`config.mk`:
```
export PLATFORM = sky130hd
export DESIGN_NAME = accel_spi_responder
export DESIGN_NICKNAME = d
export VERILOG_FILES = /design/src/rtl/accel_spi_responder.sv
export SDC_FILE = /design/constraint.sdc
export NUM_CORES = 1
export LEC_CHECK = 0
export ABC_AREA = 1
export CAP_MARGIN = 25
export CELL_PAD_IN_SITES_DETAIL_PLACEMENT = 0
export CELL_PAD_IN_SITES_GLOBAL_PLACEMENT = 1
export CORE_MARGIN = 1.5
export CORE_UTILIZATION = 53
export CTS_CLUSTER_SIZE = 12
export DETAILED_ROUTE_END_ITERATION = 7
export PLACE_DENSITY_LB_ADDON = 0.15
export RECOVER_POWER = 25
export SLEW_MARGIN = 20
export SYNTH_ARGS = -nofsm -noshare
export SYNTH_HDL_FRONTEND = slang
export SYNTH_SLANG_ARGS = --single-unit
```
`constraint.sdc`:
```
create_clock -name clk -period 3.9 [get_ports clk]
set_clock_uncertainty 0.2 [all_clocks]
set_input_delay 1.17 -clock clk [delete_from_list [all_inputs] [get_ports clk]]
set_output_delay 1.17 -clock clk [all_outputs]
set_load 0.02 [all_outputs]
```
`src/rtl/accel_spi_responder.sv`:
```
// accel_spi_responder
//   SPI (mode 3) register-slave for a 3-axis accelerometer front end.
//   Frames are 16 bits: R/W, MB, 6-bit address, 8-bit data, MSB first.
//   New axis samples land in the X/Y/Z data registers and raise DATA_READY.
//   Samples that arrive while CSN is low wait in a one-deep shadow until CSN
//   rises, so a transaction never sees a half-updated sample.
//
// Optional feature: define ACCEL_SPI_RESPONDER_MULTIBYTE_EN to honour the MB
//   bit (burst access with auto-incrementing address). Without it, every frame
//   carries one data byte.
//
// Ports
//   clk           system clock, >= 8x SPI_CLK
//   reset         synchronous, active-low
//   SPI_CLK/CSN/SDI  asynchronous SPI inputs from the initiator
//   SPI_SDO       serial read data (1 while deselected)
//   sample_x/y/z  16-bit two's-complement axis measurements
//   sample_valid  one-clk qualifier for sample_*
//   interrupt     [0]=INT1, [1]=INT2, level, registered
//   measure       POWER_CTL (0x2D) bit 3
module accel_spi_responder #(
    parameter logic [7:0] DEVICE_ID   = 8'hE5,
    parameter int         SYNC_STAGES = 2
) (
    input  logic        clk,
    input  logic        reset,
    input  logic        SPI_CLK,
    input  logic        SPI_CSN,
    input  logic        SPI_SDI,
    output logic        SPI_SDO,
    input  logic [15:0] sample_x,
    input  logic [15:0] sample_y,
    input  logic [15:0] sample_z,
    input  logic        sample_valid,
    output logic [1:0]  interrupt,
    output logic        measure
);

    typedef enum logic [1:0] {IDLE, COMMAND, DATA, HOLD} state_t;

    localparam logic [2:0] SETTLE = 3'(SYNC_STAGES + 1);

    logic [SYNC_STAGES-1:0] sclk_sync, csn_sync, sdi_sync;
    logic       sclk_s, csn_s, sdi_s, sclk_d, csn_d;
    logic       sclk_rise, sclk_fall, csn_rise, csn_fall;
    logic [2:0] settle;
    logic       armed;

    state_t     state, state_next;
    logic [2:0] bit_cnt;
    logic       byte_done, burst;
    logic       cmd_rw;
    logic [5:0] addr, wr_addr;
    logic [7:0] wr_data;
    logic       load_pend, wr_pend, rd_int_done;
    logic [6:0] shift_in;
    logic [7:0] tx_shift, rd_byte;
    logic       sdo_bit;
`ifdef ACCEL_SPI_RESPONDER_MULTIBYTE_EN
    logic       cmd_mb;
`endif

    logic [7:0]  regs [64];
    logic [15:0] data_x, data_y, data_z;
    logic [15:0] shadow_x, shadow_y, shadow_z;
    logic [15:0] commit_x, commit_y, commit_z;
    logic        shadow_valid, data_ready, take, commit;
    logic [7:0]  int_src;

    function automatic logic is_writable(input logic [5:0] a);
        return (a >= 6'h1D && a <= 6'h2F) || a == 6'h31 || a == 6'h38 || a == 6'h39;
    endfunction

    // Synchronizers and edge detectors; idle level is 1 for all three lines.
    always_ff @(posedge clk) begin
        if (!reset) begin
            sclk_sync <= '1;
            csn_sync  <= '1;
            sdi_sync  <= '1;
            sclk_d    <= 1'b1;
            csn_d     <= 1'b1;
        end else begin
            sclk_sync <= {sclk_sync[SYNC_STAGES-2:0], SPI_CLK};
            csn_sync  <= {csn_sync[SYNC_STAGES-2:0], SPI_CSN};
            sdi_sync  <= {sdi_sync[SYNC_STAGES-2:0], SPI_SDI};
            sclk_d    <= sclk_s;
            csn_d     <= csn_s;
        end
    end

    // The synchronizer resets to "CSN high", so right after reset a CSN that
    // is still low would look like a falling edge. Only arm frame detection
    // once the chain has flushed and CSN has been seen high.
    always_ff @(posedge clk) begin
        if (!reset) begin
            settle <= 3'd0;
            armed  <= 1'b0;
        end else if (settle != SETTLE) begin
            settle <= settle + 3'd1;
        end else if (csn_s) begin
            armed <= 1'b1;
        end
    end

    always_comb begin
        sclk_s    = sclk_sync[SYNC_STAGES-1];
        csn_s     = csn_sync[SYNC_STAGES-1];
        sdi_s     = sdi_sync[SYNC_STAGES-1];
        sclk_rise = sclk_s & ~sclk_d;
        sclk_fall = ~sclk_s & sclk_d;
        csn_rise  = csn_s & ~csn_d;
        csn_fall  = armed & ~csn_s & csn_d;
        byte_done = sclk_rise && (bit_cnt == 3'd7);
    end

`ifdef ACCEL_SPI_RESPONDER_MULTIBYTE_EN
    assign burst = cmd_mb;
`else
    assign burst = 1'b0;
`endif

    always_ff @(posedge clk) begin
        if (!reset) state <= IDLE;
        else        state <= state_next;
    end

    always_comb begin
        state_next = state;
        unique case (state)
            IDLE:    if (csn_fall)  state_next = COMMAND;
            COMMAND: if (byte_done) state_next = DATA;
            DATA:    if (byte_done) state_next = burst ? DATA : HOLD;
            HOLD:    state_next = HOLD;
        endcase
        if (csn_rise) state_next = IDLE;
    end

    // Frame control: bit counting, command decode, write/read-load requests.
    always_ff @(posedge clk) begin
        if (!reset) begin
            bit_cnt     <= 3'd0;
            cmd_rw      <= 1'b0;
            addr        <= 6'd0;
            wr_addr     <= 6'd0;
            wr_data     <= 8'd0;
            load_pend   <= 1'b0;
            wr_pend     <= 1'b0;
            rd_int_done <= 1'b0;
`ifdef ACCEL_SPI_RESPONDER_MULTIBYTE_EN
            cmd_mb      <= 1'b0;
`endif
        end else begin
            load_pend <= 1'b0;
            wr_pend   <= 1'b0;
            if (csn_fall) begin
                bit_cnt     <= 3'd0;
                rd_int_done <= 1'b0;
            end else if (sclk_rise && (state == COMMAND || state == DATA)) begin
                bit_cnt <= bit_cnt + 3'd1;
                if (bit_cnt == 3'd7) begin
                    if (state == COMMAND) begin
                        cmd_rw    <= shift_in[6];
`ifdef ACCEL_SPI_RESPONDER_MULTIBYTE_EN
                        cmd_mb    <= shift_in[5];
`endif
                        addr      <= {shift_in[4:0], sdi_s};
                        load_pend <= shift_in[6];
                    end else begin
                        if (!cmd_rw) begin
                            wr_pend <= 1'b1;
                            wr_addr <= addr;
                            wr_data <= {shift_in, sdi_s};
                        end else if (addr == 6'h30) begin
                            rd_int_done <= 1'b1;
                        end
                        if (burst) begin
                            addr      <= addr + 6'd1;
                            load_pend <= cmd_rw;
                        end
                    end
                end
            end
        end
    end

    // Serial shifters carry only data; their contents are qualified by state.
    always_ff @(posedge clk) begin
        if (sclk_rise) shift_in <= {shift_in[5:0], sdi_s};
        if (load_pend) begin
            tx_shift <= rd_byte;
        end else if (sclk_fall && state == DATA && cmd_rw) begin
            sdo_bit  <= tx_shift[7];
            tx_shift <= {tx_shift[6:0], 1'b0};
        end
    end

    always_comb begin
        rd_byte = 8'h00;
        case (addr)
            6'h00:   rd_byte = DEVICE_ID;
            6'h30:   rd_byte = int_src;
            6'h32:   rd_byte = data_x[7:0];
            6'h33:   rd_byte = data_x[15:8];
            6'h34:   rd_byte = data_y[7:0];
            6'h35:   rd_byte = data_y[15:8];
            6'h36:   rd_byte = data_z[7:0];
            6'h37:   rd_byte = data_z[15:8];
            default: if (is_writable(addr)) rd_byte = regs[addr];
        endcase
    end

    always_comb begin
        SPI_SDO = 1'b0;
        if (state == IDLE)                  SPI_SDO = 1'b1;
        else if (state == DATA && cmd_rw)   SPI_SDO = sdo_bit;
    end

    // A fresh sample beats the shadow when both are ready in the same clk.
    always_comb begin
        take     = sample_valid && measure;
        commit   = csn_s && (take || shadow_valid);
        commit_x = take ? sample_x : shadow_x;
        commit_y = take ? sample_y : shadow_y;
        commit_z = take ? sample_z : shadow_z;
        int_src  = {data_ready, 7'b0};
        measure  = regs[6'h2D][3];
    end

    // Register file, sample capture, DATA_READY and interrupt outputs.
    always_ff @(posedge clk) begin
        if (!reset) begin
            for (int i = 0; i < 64; i++) regs[i] <= 8'h00;
            regs[6'h2C]  <= 8'h0A;
            data_x       <= 16'd0;
            data_y       <= 16'd0;
            data_z       <= 16'd0;
            shadow_x     <= 16'd0;
            shadow_y     <= 16'd0;
            shadow_z     <= 16'd0;
            shadow_valid <= 1'b0;
            data_ready   <= 1'b0;
            interrupt    <= 2'b00;
        end else begin
            if (wr_pend && !csn_s && is_writable(wr_addr)) regs[wr_addr] <= wr_data;

            if (csn_s) begin
                shadow_valid <= 1'b0;
            end else if (take) begin
                shadow_valid <= 1'b1;
                shadow_x     <= sample_x;
                shadow_y     <= sample_y;
                shadow_z     <= sample_z;
            end

            if (commit) begin
                data_x     <= commit_x;
                data_y     <= commit_y;
                data_z     <= commit_z;
                data_ready <= 1'b1;
            end else if (csn_rise && rd_int_done) begin
                data_ready <= 1'b0;
            end

            interrupt <= {|(int_src & regs[6'h2E] & regs[6'h2F]),
                          |(int_src & regs[6'h2E] & ~regs[6'h2F])};
        end
    end

endmodule

```
# After elaboration in Yosys (flattened, before gate mapping)
# Memories as Yosys holds them, arrays and structs flattened. A register that Yosys moved wholly into a read port is not among the register bits.
# Cells that the tools add are included.
[totals]
elab_cells = 143
register_bits = 157
mem_count = 1
inputBits = 54
mem_bits_rw = 512
[mem_list]
columns = ["name", "words", "width", "rd", "rd_clocked_by_memory_dff", "wr", "line_no", "rtl"]
rows = [
  ["regs", 64, 8, 4, 1, 64, "63", "logic [7:0] regs [64];"],
]
[classes]
n_eq_ne = 21
muxes = 26
bitwise_logic = 22
add_sub_neg = 2
n_reduce_logical = 39
magnitude_cmp = 4
[ops]
columns = ["operator", "count"]
rows = [
  ["6-bit == test (second input constant)", 13],
  ["8-bit case mux with 8 select lines", 1],
  ["16-bit 2-to-1 mux", 3],
  ["8-bit 2-to-1 mux", 5],
  ["8-bit bitwise AND", 3],
  ["8-bit OR reduction", 3],
  ["6-bit 2-to-1 mux", 3],
  ["6-bit by 5-bit >= comparator with 1-bit output (second input constant)", 2],
  ["6-bit less-or-equal comparator (second input constant)", 2],
  ["1-bit logical AND", 12],
  ["1-bit inverter", 12],
  ["1-bit 2-to-1 mux", 10],
  ["5-bit AND reduction", 2],
  ["5-bit OR reduction", 2],
  ["1-bit logical OR", 8],
  ["8-bit inverter", 1],
  ["2-bit case mux with 4 select lines", 1],
  ["3-bit by 1-bit adder with 3-bit output (second input constant)", 2],
  ["6-bit zero test", 1],
  ["2-bit 2-to-1 mux", 3],
  ["2-bit != test (second input constant)", 3],
  ["2-bit OR reduction", 3],
  ["1-bit bitwise AND", 5],
  ["2-bit == test (second input constant)", 2],
  ["10 further kinds", 12],
]

# Longest topological paths before layout
# Gate-level depths: netlist (run 1).
[depth]
word_depth = 11
depth_mapped = 13
ltp_nobuf = 11

# Least setup slack after synthesis (run 1)
# No wires, ideal clock.
[synth_path]
path_type = "input -> register"
from = "in reset"
to = "mem regs[40][0] (enable)"
cell_stages = 6
setup_slack_ns = 0.916
arrival_time_ns = 2.455
n_path_buf = 0
path_cell_list = "clkinv_1 nor2_1 nand3_1 nor3_4 nand2_2 nand2_1"
[synth_rtl]
columns = ["item", "line_no", "rtl"]
rows = [
  ["start, declared", "26", "input logic reset,"],
  ["end, declared", "63", ""],
]

# Worst setup path in the final report (run 1)
[layout_path]
from = "reg state[0]"
to = "out SPI_SDO"
[layout_via]
elab_chain_len = 4
word_cells_on_any_way = 5
classes_between = "eq/ne: 1; mux: 2; reduce/logical: 2"
[layout_rtl]
columns = ["item", "line_no", "rtl"]
rows = [
  ["start, declared", "49", "state_t state, state_next;"],
  ["start signal, assigned", "124", "else state <= state_next;"],
  ["2-bit == test", "215", "else if (state == DATA && cmd_rw) SPI_SDO = sdo_bit;"],
  ["1-bit logical AND", "215", ""],
  ["1-bit 2-to-1 mux", "215", ""],
  ["1-bit 2-to-1 mux *", "214", "if (state == IDLE) SPI_SDO = 1'b1;"],
  ["end, declared", "30", "output logic SPI_SDO,"],
]
# Mark *: on every way between the ends. The rest lies on a longest branch, timed or not.

==> flow_metrics.tcl, run 1 <==
set metrics [dict create \
    run_status "finished clean" \
    ir_drop_mv 0.381 \
    cp_num_buf_inv 2 \
    final_antenna_net_count 0 \
    synth_top_cell_area_share 0.539 \
    die_h_um 239 \
    setup_violations 0 \
    path_delay_family "buffers and inverters" \
    synthesis.instances 3140 \
    power.leakage_nw 14.4 \
    cp.arrival_ps 2080 \
    cts.sinks 675 \
    post_synth_design_cell_area_mm2 0.0294 \
    cts_setup_buffers 0 \
    data_required_critical_path_ps 2530 \
    top_layer "met4" \
    n_antenna_cell 0 \
    critPathSlowestCell "clkdlybuf4s50_1" \
    r2r_setup_slack_ps 750 \
    drv.max_cap_violation_count 0 \
    rows 86 \
    first_global_vias 20000 \
    share_of_post_route_cells_with_drive_strength_above_1 0.0632 \
    tritoncts.num_buffers 71 \
    grt_max_degree 191 \
    dr_total_vias 20900 \
    worstPathMaxFanout 4 \
    hold_buffers_post_cts 0 \
    max_clock_freq_ghz 0.289 \
    globalRoute.totalOverflow 0 \
    synth-edff-count 528 \
    unrepaired_setup_endpoints_after_global_routing "no" \
    endpoint_kind "primary output" \
    detail_route.wirelength.met1_um 29200 \
    first_pass_iters 8 \
    cts_buffer_depth 3 \
    coreArea_mm2 0.0550 \
    synth_async_sr_flop_share 0 \
    dieArea_mm2 0.0569 \
    gp_congestion 0.845 \
    synth-main-ff-cell "edfxtp_1" \
    route.met2.wl_um 31100 \
    critPathKind "register to primary output" \
    power.density_mw_per_mm2 458 \
    postcts_resize_cnt 0 \
    routed_via_density 4.91 \
    setup_tns_ps 0 \
    area_growth_pct 15.7 \
    startpoint_type "register" \
    grt.total_usage 0.237 \
    cts_htree_levels 3 \
    synth_area_leaders "edfxtp_1, dfxtp_1, nand2_1" \
    finalCriticalPeriod_ps 3450 \
    dp_hpwl_um 43100 \
    final-max-slew-violation-count 0 \
    timing.critical_path.slowest_cell_delay_ps 620 \
    slew_headroom 0.0000682 \
    wl_per_cell_um 15.6 \
    cts.clk_slew.worst_paths_ps 60 \
    drt-initial-drc-count 1422 \
    detailroute.wirelength.met3_um 3930 \
    yosysTopAreaCell "edfxtp_1" \
    worst_slew_pin_tran_ps 1500 \
    initial_core_util 0.535 \
    finalCritPeriodShare 0.886 \
    antenna_violations_before_repair 0 \
    post_synth_num_cell_types 31 \
    route.final.wire_length_um 66500 \
    crit_path_cell_trace "inv_1 -> ha_1 -> nand3_1 -> nand2_1 -> clkdlybuf4s50_1" \
    hold_path.class "register to register" \
    avgSynthCellArea_um2 9.36 \
    insertion_delay_ps 600 \
    drc 0 \
    synthesis.yosys.warnings 0 \
    final_util 0.619 \
    finish.net_count 3522 \
    final_hold_viol_count 0 \
    wire_length_of_the_first_global_routing_pass_um 105000 \
    num_io_pins 58 \
    synth_seq_area_share 0.639 \
    count_of_buffers_from_port_buffering 57 \
    cts.root.buffer_cell "clkbuf_16" \
    tritoncts "built" \
    synth.ff_latch_count 675 \
    floorplan.die.width_um 239 \
]
## final cells by class
cell class	instances	area, um2
clock buffer	110	2100
clock inverter	15	104
fill	4751	21000
inverter	448	1690
multi-input combinational	2176	9520
sequential	675	18800
tap	748	936
timing repair buffer	87	882
## placed cells by master, fill, tap and decap left out, types with 2 or more instances in the layout
cell type	count
nand2_1	749
edfxtp_1	528
inv_1	438
nand3_1	395
conb_1	336
nor2_1	309
dfxtp_1	144
o21ai_0	93
a21oi_1	82
clkbuf_16	75
or2_2	70
clkdlybuf4s50_1	56
o22ai_1	50
clkbuf_1	29
o211ai_1	22
nand2_2	18
buf_4	18
nand4_1	14
nor3_1	11
clkinv_1	9
ha_1	9
clkbuf_8	9
buf_12	7
nor4_1	6
inv_2	5
clkinv_2	5
inv_6	3
inv_4	2
o221ai_1	2
nor3_4	2
a211oi_1	2
dfxtp_4	2
buf_8	2
## sequential cells by signal (all words and copies together) (netlist names), 3 cells and up, named ones only
register / count
regs: 512
data_x: 16
data_y: 16
data_z: 16
shadow_x: 16
shadow_y: 16
shadow_z: 16
tx_shift: 8
wr_data: 8
shift_in: 7
addr: 6
wr_addr: 6
bit_cnt: 3
settle: 3
## report_power, final
part	total (mW)	internal [mW]	switching, mW	leakage [nW]
Combinational	0.814	0.278	0.536	6.99
Clock	6.43	3.76	2.67	1.08
Sequential	8.33	8.20	0.126	6.30
Total	15.6	12.2	3.33	14.4
## path summary, 6_finish.rpt
kind                             startpoint          end  cells past startpoint
worst min register to register  sdi_sync[0]  sdi_sync[1]                      1
worst max-delay path               state[0]      SPI_SDO                      5
worst max register to register   wr_addr[3]  regs[40][1]                      8
worst min-delay path            sdi_sync[0]  sdi_sync[1]                      1
## cell usage after synthesis (2+ instances only)
master / count
o221ai_1: 2
o22ai_1: 50
nor3_1: 11
a21oi_1: 82
o211ai_1: 22
nand2_1: 751
clkinv_1: 4
nor2_1: 309
inv_1: 442
nand2_2: 16
dfxtp_1: 147
buf_2: 5
nor4_1: 6
a211oi_1: 2
nand4_1: 14
nand3_1: 395
ha_1: 9
nor3_4: 2
edfxtp_1: 528
clkbuf_1: 157
o21ai_0: 93
buf_1: 14
or2_2: 70
inv_2: 2
## worst reg2reg max path: stages, from the launching register on
cell and delay (ps):
dfxtp_1 480, inv_1 150, nor2_1 270, a22oi_1 150, nand3_1 90, nand3_1 300
nor3_4 600, nand2_2 240, nand2_1 340
## cells by family (layout without fill, tap and decap cells)
kind of cell	count (synthesis)	count (layout)	synth area share
compound gates	255	255	0.0483
xor+xnor	1	1	0.000298
fa+ha+maj	9	9	0.00383
buf+inv	624	660	0.0799
flops	675	675	0.639
other cells	1	336	0.000128
simple gates	1575	1575	0.228
## per-layer routing
| metal | global-route usage | up-vias |
|---|---|---|
| met1 | 0.318 | 9699 |
| met3 | 0.0446 | 137 |
| li1 | - | 10500 |
| met5 | 0 | - |
| met4 | 0.0913 | 0 |
| met2 | 0.386 | 560 |
## through the flow
step                setup WS (ps)  power (mW)  area, um2  std cells  hold WS (ps)
floorplan                     916        9.00      30700       3475           193
global placement              295        9.25      31800       4132           196
detailed placement            264        9.29      31800       4134           205
CTS                           428        15.7      34000       4259           218
global route                  311        16.1      34000       4259           227
finish                        446        15.6      34000       4259           214
No activity file was read; power rests on OpenSTA's default activity.
==> inputs of run 2 (changes only) <==
--- a/config.mk
+++ b/config.mk
@@ -5,12 +5,11 @@
 export SDC_FILE = /design/constraint.sdc
 export NUM_CORES = 1
 export LEC_CHECK = 0
-export ABC_AREA = 1
 export CAP_MARGIN = 25
 export CELL_PAD_IN_SITES_DETAIL_PLACEMENT = 0
 export CELL_PAD_IN_SITES_GLOBAL_PLACEMENT = 1
 export CORE_MARGIN = 1.5
-export CORE_UTILIZATION = 53
+export CORE_UTILIZATION = 56
 export CTS_CLUSTER_SIZE = 12
 export DETAILED_ROUTE_END_ITERATION = 7
 export PLACE_DENSITY_LB_ADDON = 0.15
==> run 2 against run 1 <==
- power shrank 1.7%
- routed wire length shrank 1.4%
- critical path type is now register to register
- synthesized area shrank 5.0%
- sequential cell count is the same
- hold slack lost 9.1 ps
- clock power shrank 3.7%
- highest routed layer unchanged
- synthesized cell count shrank 37%
- design area shrank 4.2%
- die area shrank 9.9%
- sequential share of layout area grew 2.4 points
- non-clock buffer count grew 40
- largest power group unchanged
==> flow_metrics.tcl, run 2 <==
set metrics [dict create \
    finalCriticalPeriod_ps 3500 \
    cp.arrival_ps 3620 \
    pwr-share-seq 0.546 \
    main_combinational_cell_family_by_area_after_synthesis "simple AND/OR/NAND/NOR gates" \
    postcts_resize_cnt 0 \
    yosysTopAreaCell "edfxtp_1" \
    tritoncts "built" \
    cts.root.buffer_cell "clkbuf_16" \
    wire_length_of_the_first_global_routing_pass_um 98300 \
    synthesis.instances 1989 \
    insertion_delay_ps 600 \
    synthesis.yosys.warnings 0 \
    final_hold_viol_count 0 \
    synthSimpleGateAreaFrac 0.116 \
    globalRouteMet3Util 0.0503 \
    power.internal_mw 12.1 \
    instances_no_fill 3100 \
    register_with_the_most_flip_flops "regs" \
    drc 0 \
    worstPathMaxFanout 35 \
    slew_headroom 0.237 \
    hold_path.class "register to register" \
    routed_via_density 5.39 \
    synth-edff-count 528 \
    synth_async_sr_flop_share 0 \
    cts_setup_buffers 0 \
    cts_buffer_depth 3 \
    critPathSlowestCell "dfxtp_4" \
    final_area_mm2 0.0326 \
    drv.max_cap_violation_count 0 \
    post_synth_design_cell_area_mm2 0.0279 \
    dieArea_mm2 0.0512 \
    num_io_pins 58 \
    initial_core_util 0.570 \
    grt.total_usage 0.262 \
    switching_power_mw 3.25 \
    final_common_cell "edfxtp_1" \
    placed_area_mm2 0.0305 \
    drt-initial-drc-count 1419 \
    power.density_mw_per_mm2 470 \
    path_delay_family "multiplexers" \
    dpl.cell_count 2973 \
    die_h_um 226 \
    startpoint_type "register" \
    post_synth_most_frequent_cells "edfxtp_1, nand2_1, and2_1" \
    critPathKind "register to register" \
    power.leakage_nw 11.4 \
    synth_seq_area_share 0.673 \
    n_antenna_cell 0 \
    worst_slew_pin_tran_ps 1140 \
    synth-main-ff-cell "edfxtp_1" \
    layout.cells.most_common_list "edfxtp_1, conb_1, nand2_1" \
    setup_violations 0 \
    grt-busiest-layer "met2" \
    synth-compound-area-share 0.0611 \
    rows 81 \
    hold_path.startpoint "csn_sync[0]" \
    first_global_vias 16700 \
    tritoncts.num_buffers 71 \
    finalCritPeriodShare 0.897 \
    gr-usage-met1 0.343 \
    final_antenna_net_count 0 \
    crit_path_cell_trace "buf_4 -> mux4_2 -> mux2_2 -> a21oi_1 -> o32ai_1 -> nand4_1 -> a41oi_1" \
    clock_network_fraction_of_design_power 0.405 \
    count_of_buffers_from_port_buffering 57 \
    synth_xor_xnor_area_share 0.000627 \
    post-place-ws_ps 222 \
    gp_congestion 0.875 \
    unrepaired_setup_endpoints_after_global_routing "no" \
    cts.clk_slew.worst_paths_ps 60 \
    synth.ff_latch_count 675 \
    coreArea_mm2 0.0491 \
    setup_tns_ps 0 \
    synth_area_leaders "edfxtp_1, dfxtp_1, mux4_2" \
    cts_htree_levels 3 \
    data_required_critical_path_ps 4020 \
    synthAdderAreaFrac 0.00403 \
    hold_buffers_post_cts 0 \
    dr_total_vias 16700 \
    ir_drop_mv 0.327 \
    gr-usage-met2 0.441 \
    cp_num_buf_inv 1 \
    antenna_violations_before_repair 1 \
    comb_power_share 0.049 \
    run_status "finished clean" \
    avgSynthCellArea_um2 14.0 \
    max_clock_freq_ghz 0.286 \
    endpoint_kind "register" \
    cts.sinks 675 \
    wl_per_cell_um 21.2 \
    dp_hpwl_um 44600 \
    fin_ws_ps 401 \
    area_growth_pct 16.7 \
    finalPower_mw 15.3 \
    floorplan.die.width_um 226 \
    first_pass_iters 5 \
    yosys-mux-area-fraction 0.115 \
    synth_most_common_cell "edfxtp_1" \
    layout.filler_cells 3716 \
    share_of_post_route_cells_with_drive_strength_above_1 0.109 \
    timing.critical_path.slowest_cell_delay_ps 840 \
    finish.net_count 2450 \
    final-max-slew-violation-count 0 \
    largest_reg_flops 512 \
    synth_top_cell_area_share 0.567 \
    grt_max_degree 77 \
    globalRoute.totalOverflow 0 \
    route.final.wire_length_um 65600 \
    final_util 0.665 \
    post_synth_num_cell_types 65 \
    final_worst_hold_slack_ps 205 \
    power.share.switching 0.212 \
]
[run 2: routing by layer]
layer  share of wire  wire length, um
met1            0.41            27100
met2            0.49            32400
met3           0.061             3970
met4           0.033             2170
met5               0                0
[run 2: power groups by stage]
stage | Combinational [mW] | Sequential [mW] | Clock, mW
floorplan | 0.476 | 8.45 | 0
global placement | 0.725 | 8.49 | 0
detailed placement | 0.742 | 8.52 | 0
CTS | 0.746 | 8.37 | 6.27
global route | 0.833 | 8.40 | 6.53
finish | 0.751 | 8.37 | 6.19
[run 2: cell families after synthesis]
| family | after synthesis |
|---|---|
| flops | 675 |
| compound gates | 248 |
| other cells | 1 |
| fa+ha+maj | 9 |
| buf+inv | 186 |
| xor+xnor | 2 |
| simple gates | 664 |
| mux | 204 |
[run 2: worst paths after layout]
check	endpoint	slack [ps]	depth (start not counted)
hold / removal	csn_sync[1]	200	1
setup / recovery	tx_shift[6]	400	7
hold reg to reg	csn_sync[1]	200	1
setup reg to reg	tx_shift[6]	400	7
[run 2: layout make-up]
type                            count  area (um2)  area share
Sequential cell                   675       18800       0.577
Multi-Input combinational cell   1463        9570       0.294
Clock buffer                      107        2010      0.0618
Timing Repair Buffer              127        1110      0.0339
Tap cell                          664         831      0.0255
Inverter                           49         186     0.00572
Clock inverter                     15        83.8     0.00257
[run 2: worst register-to-register path, cell delays in order (launching register included)]
cell,delay (ps)
dfxtp_4,840
buf_4,600
mux4_2,620
mux2_2,290
a21oi_1,150
o32ai_1,140
nand4_1,230
a41oi_1,170
